File: config.mk
export PLATFORM = sky130hd
export DESIGN_NAME = aes_round_ctrl
export DESIGN_NICKNAME = d
export VERILOG_FILES = /design/src/rtl/aes_round_ctrl.sv
export SDC_FILE = /design/constraint.sdc
export NUM_CORES = 1
export LEC_CHECK = 0
export ABC_AREA = 0
export CORE_AREA = 2 2 504 506
export DETAILED_ROUTE_END_ITERATION = 8
export DIE_AREA = 0 0 506 508
export SLEW_MARGIN = 0
export SYNTH_ARGS = -nofsm -noshare
export SYNTH_HDL_FRONTEND = slang
export SYNTH_SLANG_ARGS = --single-unit
File: constraint.sdc
create_clock -name Clk -period 2.5 [get_ports Clk]
set_input_delay 0.625 -clock Clk [delete_from_list [all_inputs] [get_ports Clk]]
set_output_delay 0.625 -clock Clk [all_outputs]
set_load 0.02 [all_outputs]
File: src/rtl/aes_round_ctrl.sv
// AES-128 round sequencer: holds the state and round-key registers and walks ARK/KE/SB/SR/MC through En/Ry handshakes.
// A step takes at least 2 cycles (En registered, result captured on En&Ry); a step whose Ry is missing for TO_CYC cycles aborts into ERR.
`timescale 1ns/1ps
module aes_round_ctrl #(
  parameter int NR     = 10,
  parameter int TO_CYC = 16
) (
  input  logic         Clk,
  input  logic         Rst_n,
  input  logic         Start,
  input  logic         Abort,
  input  logic [127:0] Data_in,
  input  logic [127:0] Key_in,
  output logic [127:0] Data_out,
  output logic         Busy,
  output logic         Done,
  output logic         Err,
  output logic [3:0]   Round_num,
  output logic [127:0] Blk_in,
  output logic [127:0] Rk_cur,
  output logic         En_ARK,
  input  logic         Ry_ARK,
  output logic         En_SB,
  input  logic         Ry_SB,
  output logic         En_SR,
  input  logic         Ry_SR,
  output logic         En_MC,
  input  logic         Ry_MC,
  output logic         En_KE,
  input  logic         Ry_KE,
  input  logic [127:0] Out_ARK,
  input  logic [127:0] Out_SB,
  input  logic [127:0] Out_SR,
  input  logic [127:0] Out_MC,
  input  logic [127:0] Out_KE
);

  localparam int CW = $clog2(TO_CYC);

  typedef enum logic [3:0] {
    S_IDLE, S_ARK0, S_KE, S_SB, S_SR, S_MC, S_ARK, S_DONE, S_ERR
  } state_t;

  state_t         state_q, state_d;
  logic [127:0]   st_q, st_d;
  logic [127:0]   rk_q, rk_d;
  logic [3:0]     round_q, round_d;
  logic [CW-1:0]  cnt_q, cnt_d;
  logic [4:0]     en_q, en_d;
  logic           busy_q, busy_d;
  logic           done_q, done_d;
  logic           err_q, err_d;

  logic [4:0]     ry_vec;
  logic           step_ry;
  logic [127:0]   step_out;
  state_t         nxt;
  logic [3:0]     nxt_round;

  // Enable vector bit order: ARK, SB, SR, MC, KE (bit 0 .. bit 4).
  function automatic logic [4:0] en_for(input state_t s);
    case (s)
      S_ARK0, S_ARK: en_for = 5'b00001;
      S_SB:          en_for = 5'b00010;
      S_SR:          en_for = 5'b00100;
      S_MC:          en_for = 5'b01000;
      S_KE:          en_for = 5'b10000;
      default:       en_for = 5'b00000;
    endcase
  endfunction

  assign ry_vec  = {Ry_KE, Ry_MC, Ry_SR, Ry_SB, Ry_ARK};
  assign step_ry = |(en_q & ry_vec);

  always_comb begin
    nxt       = state_q;
    nxt_round = round_q;
    step_out  = Out_ARK;
    case (state_q)
      S_ARK0: begin
        nxt       = S_KE;
        nxt_round = 4'd1;
      end
      S_KE: nxt = S_SB;
      S_SB: begin
        nxt      = S_SR;
        step_out = Out_SB;
      end
      S_SR: begin
        // The final round has no MixColumns.
        nxt      = (round_q == 4'(NR)) ? S_ARK : S_MC;
        step_out = Out_SR;
      end
      S_MC: begin
        nxt      = S_ARK;
        step_out = Out_MC;
      end
      S_ARK: begin
        if (round_q == 4'(NR)) begin
          nxt = S_DONE;
        end else begin
          nxt       = S_KE;
          nxt_round = round_q + 4'd1;
        end
      end
      default: ;
    endcase
  end

  always_comb begin
    state_d = state_q;
    st_d    = st_q;
    rk_d    = rk_q;
    round_d = round_q;
    cnt_d   = cnt_q;
    en_d    = en_q;
    busy_d  = busy_q;
    done_d  = 1'b0;
    err_d   = err_q;
    case (state_q)
      S_IDLE, S_DONE, S_ERR: begin
        if (Start) begin
          state_d = S_ARK0;
          st_d    = Data_in;
          rk_d    = Key_in;
          round_d = 4'd0;
          cnt_d   = '0;
          en_d    = en_for(S_ARK0);
          busy_d  = 1'b1;
          err_d   = 1'b0;
        end else if (state_q == S_DONE) begin
          state_d = S_IDLE;
        end
      end
      default: begin
        // Abort outranks a capture landing on the same edge.
        if (Abort) begin
          state_d = S_IDLE;
          en_d    = '0;
          busy_d  = 1'b0;
          cnt_d   = '0;
        end else if (step_ry) begin
          if (state_q == S_KE) rk_d = Out_KE;
          else                 st_d = step_out;
          state_d = nxt;
          round_d = nxt_round;
          en_d    = en_for(nxt);
          cnt_d   = '0;
          if (nxt == S_DONE) begin
            busy_d = 1'b0;
            done_d = 1'b1;
          end
        end else if (cnt_q == CW'(TO_CYC - 1)) begin
          state_d = S_ERR;
          en_d    = '0;
          busy_d  = 1'b0;
          err_d   = 1'b1;
          cnt_d   = '0;
        end else begin
          cnt_d = cnt_q + CW'(1);
        end
      end
    endcase
  end

  always_ff @(posedge Clk or negedge Rst_n) begin
    if (!Rst_n) begin
      state_q <= S_IDLE;
      st_q    <= '0;
      rk_q    <= '0;
      round_q <= '0;
      cnt_q   <= '0;
      en_q    <= '0;
      busy_q  <= 1'b0;
      done_q  <= 1'b0;
      err_q   <= 1'b0;
    end else begin
      state_q <= state_d;
      st_q    <= st_d;
      rk_q    <= rk_d;
      round_q <= round_d;
      cnt_q   <= cnt_d;
      en_q    <= en_d;
      busy_q  <= busy_d;
      done_q  <= done_d;
      err_q   <= err_d;
    end
  end

  assign Data_out  = st_q;
  assign Blk_in    = st_q;
  assign Rk_cur    = rk_q;
  assign Round_num = round_q;
  assign Busy      = busy_q;
  assign Done      = done_q;
  assign Err       = err_q;
  assign En_ARK    = en_q[0];
  assign En_SB     = en_q[1];
  assign En_SR     = en_q[2];
  assign En_MC     = en_q[3];
  assign En_KE     = en_q[4];

endmodule

# Word level (Yosys, flattened, before mapping)
# Cells that the tools add are included.
[totals]
register_bits = 276
input_bits = 905
out_inout_bits = 396
wordCells = 103
[classes]
n_addsub = 2
n_eq_ne = 24
n_mux = 51
n_bitwise = 1
n_reduce_logical = 16
[op_table]
columns = ["op", "count"]
rows = [
  ["$mux 128", 10],
  ["$pmux 128 s3", 1],
  ["$mux 4", 15],
  ["$eq 4x3->1 const B", 8],
  ["$mux 5", 5],
  ["$pmux 5 s5", 1],
  ["$pmux 4 s6", 1],
  ["$eq 4x2->1 const B", 4],
  ["$mux 1", 15],
  ["$eq 4x4->1 const B", 3],
  ["$reduce_and 4->1", 3],
  ["$add 4x1->4 const B", 2],
  ["$eq 4x1->1 const B", 2],
  ["$pmux 4 s2", 1],
  ["$ne 2x1->1 const B", 3],
  ["$ne 3x3->1 const B", 2],
  ["$reduce_bool 2->1", 3],
  ["$and 5x5->5", 1],
  ["$reduce_and 5->1", 1],
  ["$reduce_or 5->1", 1],
  ["$logic_not 4->1", 1],
  ["$ne 4x2->1 const B", 1],
  ["$reduce_and 2->1", 2],
  ["$reduce_bool 4->1", 1],
  ["7 further kinds", 7],
]

# Longest topological paths before layout
[depth]
ltp_word = 9
ltp_mapped = 11
mapped_depth_nobuf = 7

# Worst setup path after synthesis
# Ideal clock, no wire load.
[synth_path]
path_kind = "input-to-reg"
from = "input port Ry_ARK"
to = "register rk_q[100] (netlist: Rk_cur[100])"
setup_time_ns = 0.077
arrival_time_ns = 2.149
t_required_ns = 2.423
slack_ns = 0.275
stages = 9
n_path_buf = 4
path_cell_list = "a222oi_1 > nand2_2 > a31oi_2 > buf_4 > buf_4 > buf_6 > buf_6 > nand2_1 > o21ai_1"
[synth_via]
elab_chain_len = 4
[synth_lines]
columns = ["element", "line", "rtl"]
rows = [
  ["from (decl)", "22", "input logic Ry_ARK,"],
  ["$and 5x5->5", "73", "assign step_ry = |(en_q & ry_vec);"],
  ["$reduce_or 5->1", "73", ""],
  ["$reduce_bool 2->1 (no line)", "--", ""],
  ["$reduce_and 4->1 (no line)", "--", ""],
  ["to (signal assigned)", "180", "rk_q <= rk_d;"],
  ["to (decl)", "46", "logic [127:0] rk_q, rk_d;"],
]
# Every way passes these cells.
# A chain may end at the register's enable or synchronous reset.

# Worst setup path after layout
[layout_path]
from = "register state_q[1]"
to = "register st_q[62] (netlist: Blk_in[62])"
[layout_via]
elab_chain_len = 6
word_cells_on_any_way = 18
cone_classes = "9 x eq/ne; 5 x mux; 4 x reduce/logical"
[layout_lines]
columns = ["element", "line", "rtl"]
rows = [
  ["from (decl)", "44", "state_t state_q, state_d;"],
  ["from (signal assigned)", "178", "state_q <= state_d;"],
  ["$eq 4x3->1 / $eq 4x2->1 (equally long branches)", "79", "case (state_q)"],
  ["$pmux 128 s3", "79", ""],
  ["$mux 128", "143", "if (state_q == S_KE) rk_d = Out_KE;"],
  ["$mux 128", "142", "end else if (step_ry) begin"],
  ["$mux 128", "137", "if (Abort) begin"],
  ["$mux 128", "120", "case (state_q)"],
  ["to (signal assigned)", "179", "st_q <= st_d;"],
  ["to (decl)", "45", "logic [127:0] st_q, st_d;"],
]
# Several ways; a longest one is shown, not always the timed one. The select of a mux whose other input is x is not followed.

==> summary.md <==
| Metric | Value |
|---|---|
| Status | completed |
| R2r endpoint | Blk_in[62] |
| CTS Buffer Depth | 3 |
| Worst setup startpoint | state_q[1] |
| Rows | 185 |
| Final Slew Violations | 0 |
| Power, Total | 34.4 mW |
| Library cells used by synthesis | 60 |
| First-pass GRT wire length | 247000 µm |
| Slew @ Worst Pin | 733 ps |
| Final setup vio count | 0 |
| Vias per cell | 3.44 |
| CTS tree | yes |
| Final Hold Viols | 0 |
| Final Util | 15.9% |
| Gate Count Post-Synth | 2265 |
| Largest net degree at the start of global routing | 93 |
| Reg clk slew, reported paths | 60 ps |
| Routed wire length per instance | 27.8 µm |
| Power Internal | 19.7 mW |
| Die width | 506 µm |
| GRT Residual Overflow | 0 |
| Main synth FF type | dfrtp_1 |
| Die Span Y | 508 µm |
| Post-synth EDFFs | 0 |
| Final antenna-violating net count | 0 |
| Pwr Density | 855 nW/µm² |
| Initial Util | 7.91% |
| YS warnings | 0 |
| Most common cell after layout, fill and taps aside | clkdlybuf4s50_1 |
| RSZ-0062 raised after global routing | yes |
| Most frequent cells in the layout | clkdlybuf4s50_1, nand2_1, dfrtp_1 |
| Synth-to-layout area growth | 102% |
| Via count | 24069 |
| Switching Fraction | 42.8% |
| Register area share after synthesis | 34.6% |
| Leakage | 15.9 nW |
| Nets | 4461 |
| Slew headroom | 51.0% |
| Part of the cycle the worst path needs | 97.8% |
| Hold WC Path Type | primary input to asynchronous set/reset pin |
| Syn nets | 3173 |
| Worst setup EP type | flip-flop |
| Root buf cell | clkbuf_16 |
| Core footprint | 252000 µm² |
| FF-to-FF setup slack | 60 ps |
| Port Buffers | 1300 |
| Worst setup path end | Blk_in[62] |
| Setup Skew | 27.8 ps |
| IO Pins | 1301 |
| GRT Overall Usage | 14.4% |
| CP Launch Type | flip-flop |
| Post-DP HPWL | 168000 µm |
| Critical Path AT | 2960 ps |
| Iter 0 DRT Violations | 1504 |
| DRT Wirelength | 195000 µm |
| Reg2Reg Depth | 10 |
| Die Area | 257000 µm² |
| Syn_area_per_cell | 8.81 µm² |
| Mapped Area | 20000 µm² |
| CP max FO | 8 |
| Reg power frac | 24.5% |
| Initial antenna violation count | 147 |
| CTS sink cnt | 276 |
| GP Congestion | 0.989 |
| CP required | 3010 ps |
| Worst r2r src | state_q[1] |
| 1st-pass router iterations | 6 |
| Tmin final | 2440 ps |
| CTS buffer count | 39 |
| Seq cells post-synth | 276 |
| Clock share of power | 18.7% |
| Comb power frac | 56.8% |
| Max-capacitance violation count | 0 |
| DRC | 0 |
| # H-tree levels | 2 |
| Crit path kind | flip-flop to flip-flop |
| Clock Latency Late Sink | 630 ps |
| F_max | 0.409 GHz |
| Peak VDD IR | 0.563 mV |
| Switching power | 14.7 mW |
| Layout cell share with drive strength beyond 1 | 16.6% |
| Vias in the first global route | 24791 |
| Ys async rst share | 100% |
[power by group through the flow]
stage	Sequential [mW]	Clock [mW]	Combinational, mW
floorplan	9.81	0	7.92
global placement	8.45	0	19.4
detailed placement	8.45	0	19.4
CTS	8.46	6.71	19.7
global route	8.61	6.81	20.5
finish	8.44	6.42	19.5
[metrics by stage]
stage / instance area (µm²) / worst slack (ps) / TNS, ps / hold WS, ps / std cells
global route: 40200 / -13.0 / -74.3 / 435 / 6974
global placement: 37700 / -1040 / -77380 / 464 / 6839
detailed placement: 37700 / -771 / -86690 / 472 / 6840
floorplan: 20000 / 275 / 0 / 329 / 2265
finish: 40200 / 56.2 / 0 / 456 / 6999
CTS: 39800 / -26.1 / -66.2 / 383 / 6936
[area by class of cell]
cell class              count  area [µm²]
diodes                     51         128
clock buffers              48        1070
clock inverters            22         377
fillers                 28269      212000
inverters                 133         499
multi-input cells        1508       10900
flip-flops and latches    276        6930
well taps                3366        4210
repair buffers           1595       16100
[synthesized netlist by cell type (all sizes together) (2+ instances only)]
cell type	number	area, µm²
a211oi	127	953
a21o	2	15.0
a21oi	133	677
a2bb2oi	127	1110
a31oi	3	25.0
buf	225	1670
clkbuf	123	462
dfrtp	276	6910
ha	3	37.5
inv	133	499
mux2	128	1890
mux2i	130	1300
nand2	395	1500
nand3	7	35.0
nand3b	2	15.0
nor2	14	55.1
nor2b	3	18.8
nor3	4	36.3
nor3b	2	15.0
nor4	2	12.5
nor4b	3	47.5
o211ai	2	15.0
o21ai	137	686
o22ai	131	820
o31ai	130	976
o41ai	2	17.5
or2	3	18.8
or3	2	12.5
[metal layers]
| metal | track usage (%) | up-vias | wire length (µm) |
|---|---|---|---|
| met3 | 5.76 | 312 | 19800 |
| met4 | 5.78 | 86 | 8900 |
| met1 | 16.8 | 11644 | 77500 |
| met5 | 0 | - | 573 |
| li1 | - | 10682 | - |
| met2 | 23.5 | 1345 | 87800 |
[worst min path at each step]
stage / start / endpoint / slack [ps] / cells past startpoint
3_3_place_gp: Rk_cur[36] / Rk_cur[36] / 460 / 2
4_1_cts: Rst_n / Rk_cur[51] / 380 / 2
6_report: Rst_n / Rk_cur[6] / 460 / 2
2_1_floorplan: Rst_n / Blk_in[0] / 330 / 0
3_5_place_dp: Rk_cur[53] / Rk_cur[53] / 470 / 2
5_1_grt: Rst_n / Rk_cur[51] / 430 / 2
[state kept, by name (all words and copies together), names as in the netlist]
| signal | flops |
|---|---|
| Busy | 1 |
| Round_num | 4 |
| Done | 1 |
| Blk_in | 128 |
| state_q | 4 |
| cnt_q | 4 |
| en_q | 5 |
| Rk_cur | 128 |
| Err | 1 |
[cells by family (layout without fill, tap and decap cells)]
family	count (synthesis)	in the layout	synth area share, %
mux	258	258	16.0
fa+ha+maj	3	3	0.188
compound gates	806	806	27.1
other cells	0	51	0
flops	276	276	34.6
buf+inv	481	1798	13.2
simple gates	441	441	9.02
[worst max-delay path: stages, from the launching register on]
cell	delay [ps]
dfrtp_4	530
buf_12	150
and4b_4	210
or2_4	300
nand2_4	90
a21oi_4	60
buf_12	150
buf_16	140
buf_12	160
clkbuf_16	180
mux2_4	300
[what timing repair did]
item / CTS / global route
gates cloned: 4 / 2
setup buffers: 22 / 11
endpoints found under the hold margin: 7 / 0
pin swaps: 12 / 12
hold buffers: 1 / 0
endpoints found under the setup margin: 153 / 66
resized for setup: 127 / 40
Power figures use the tool's default switching activity.
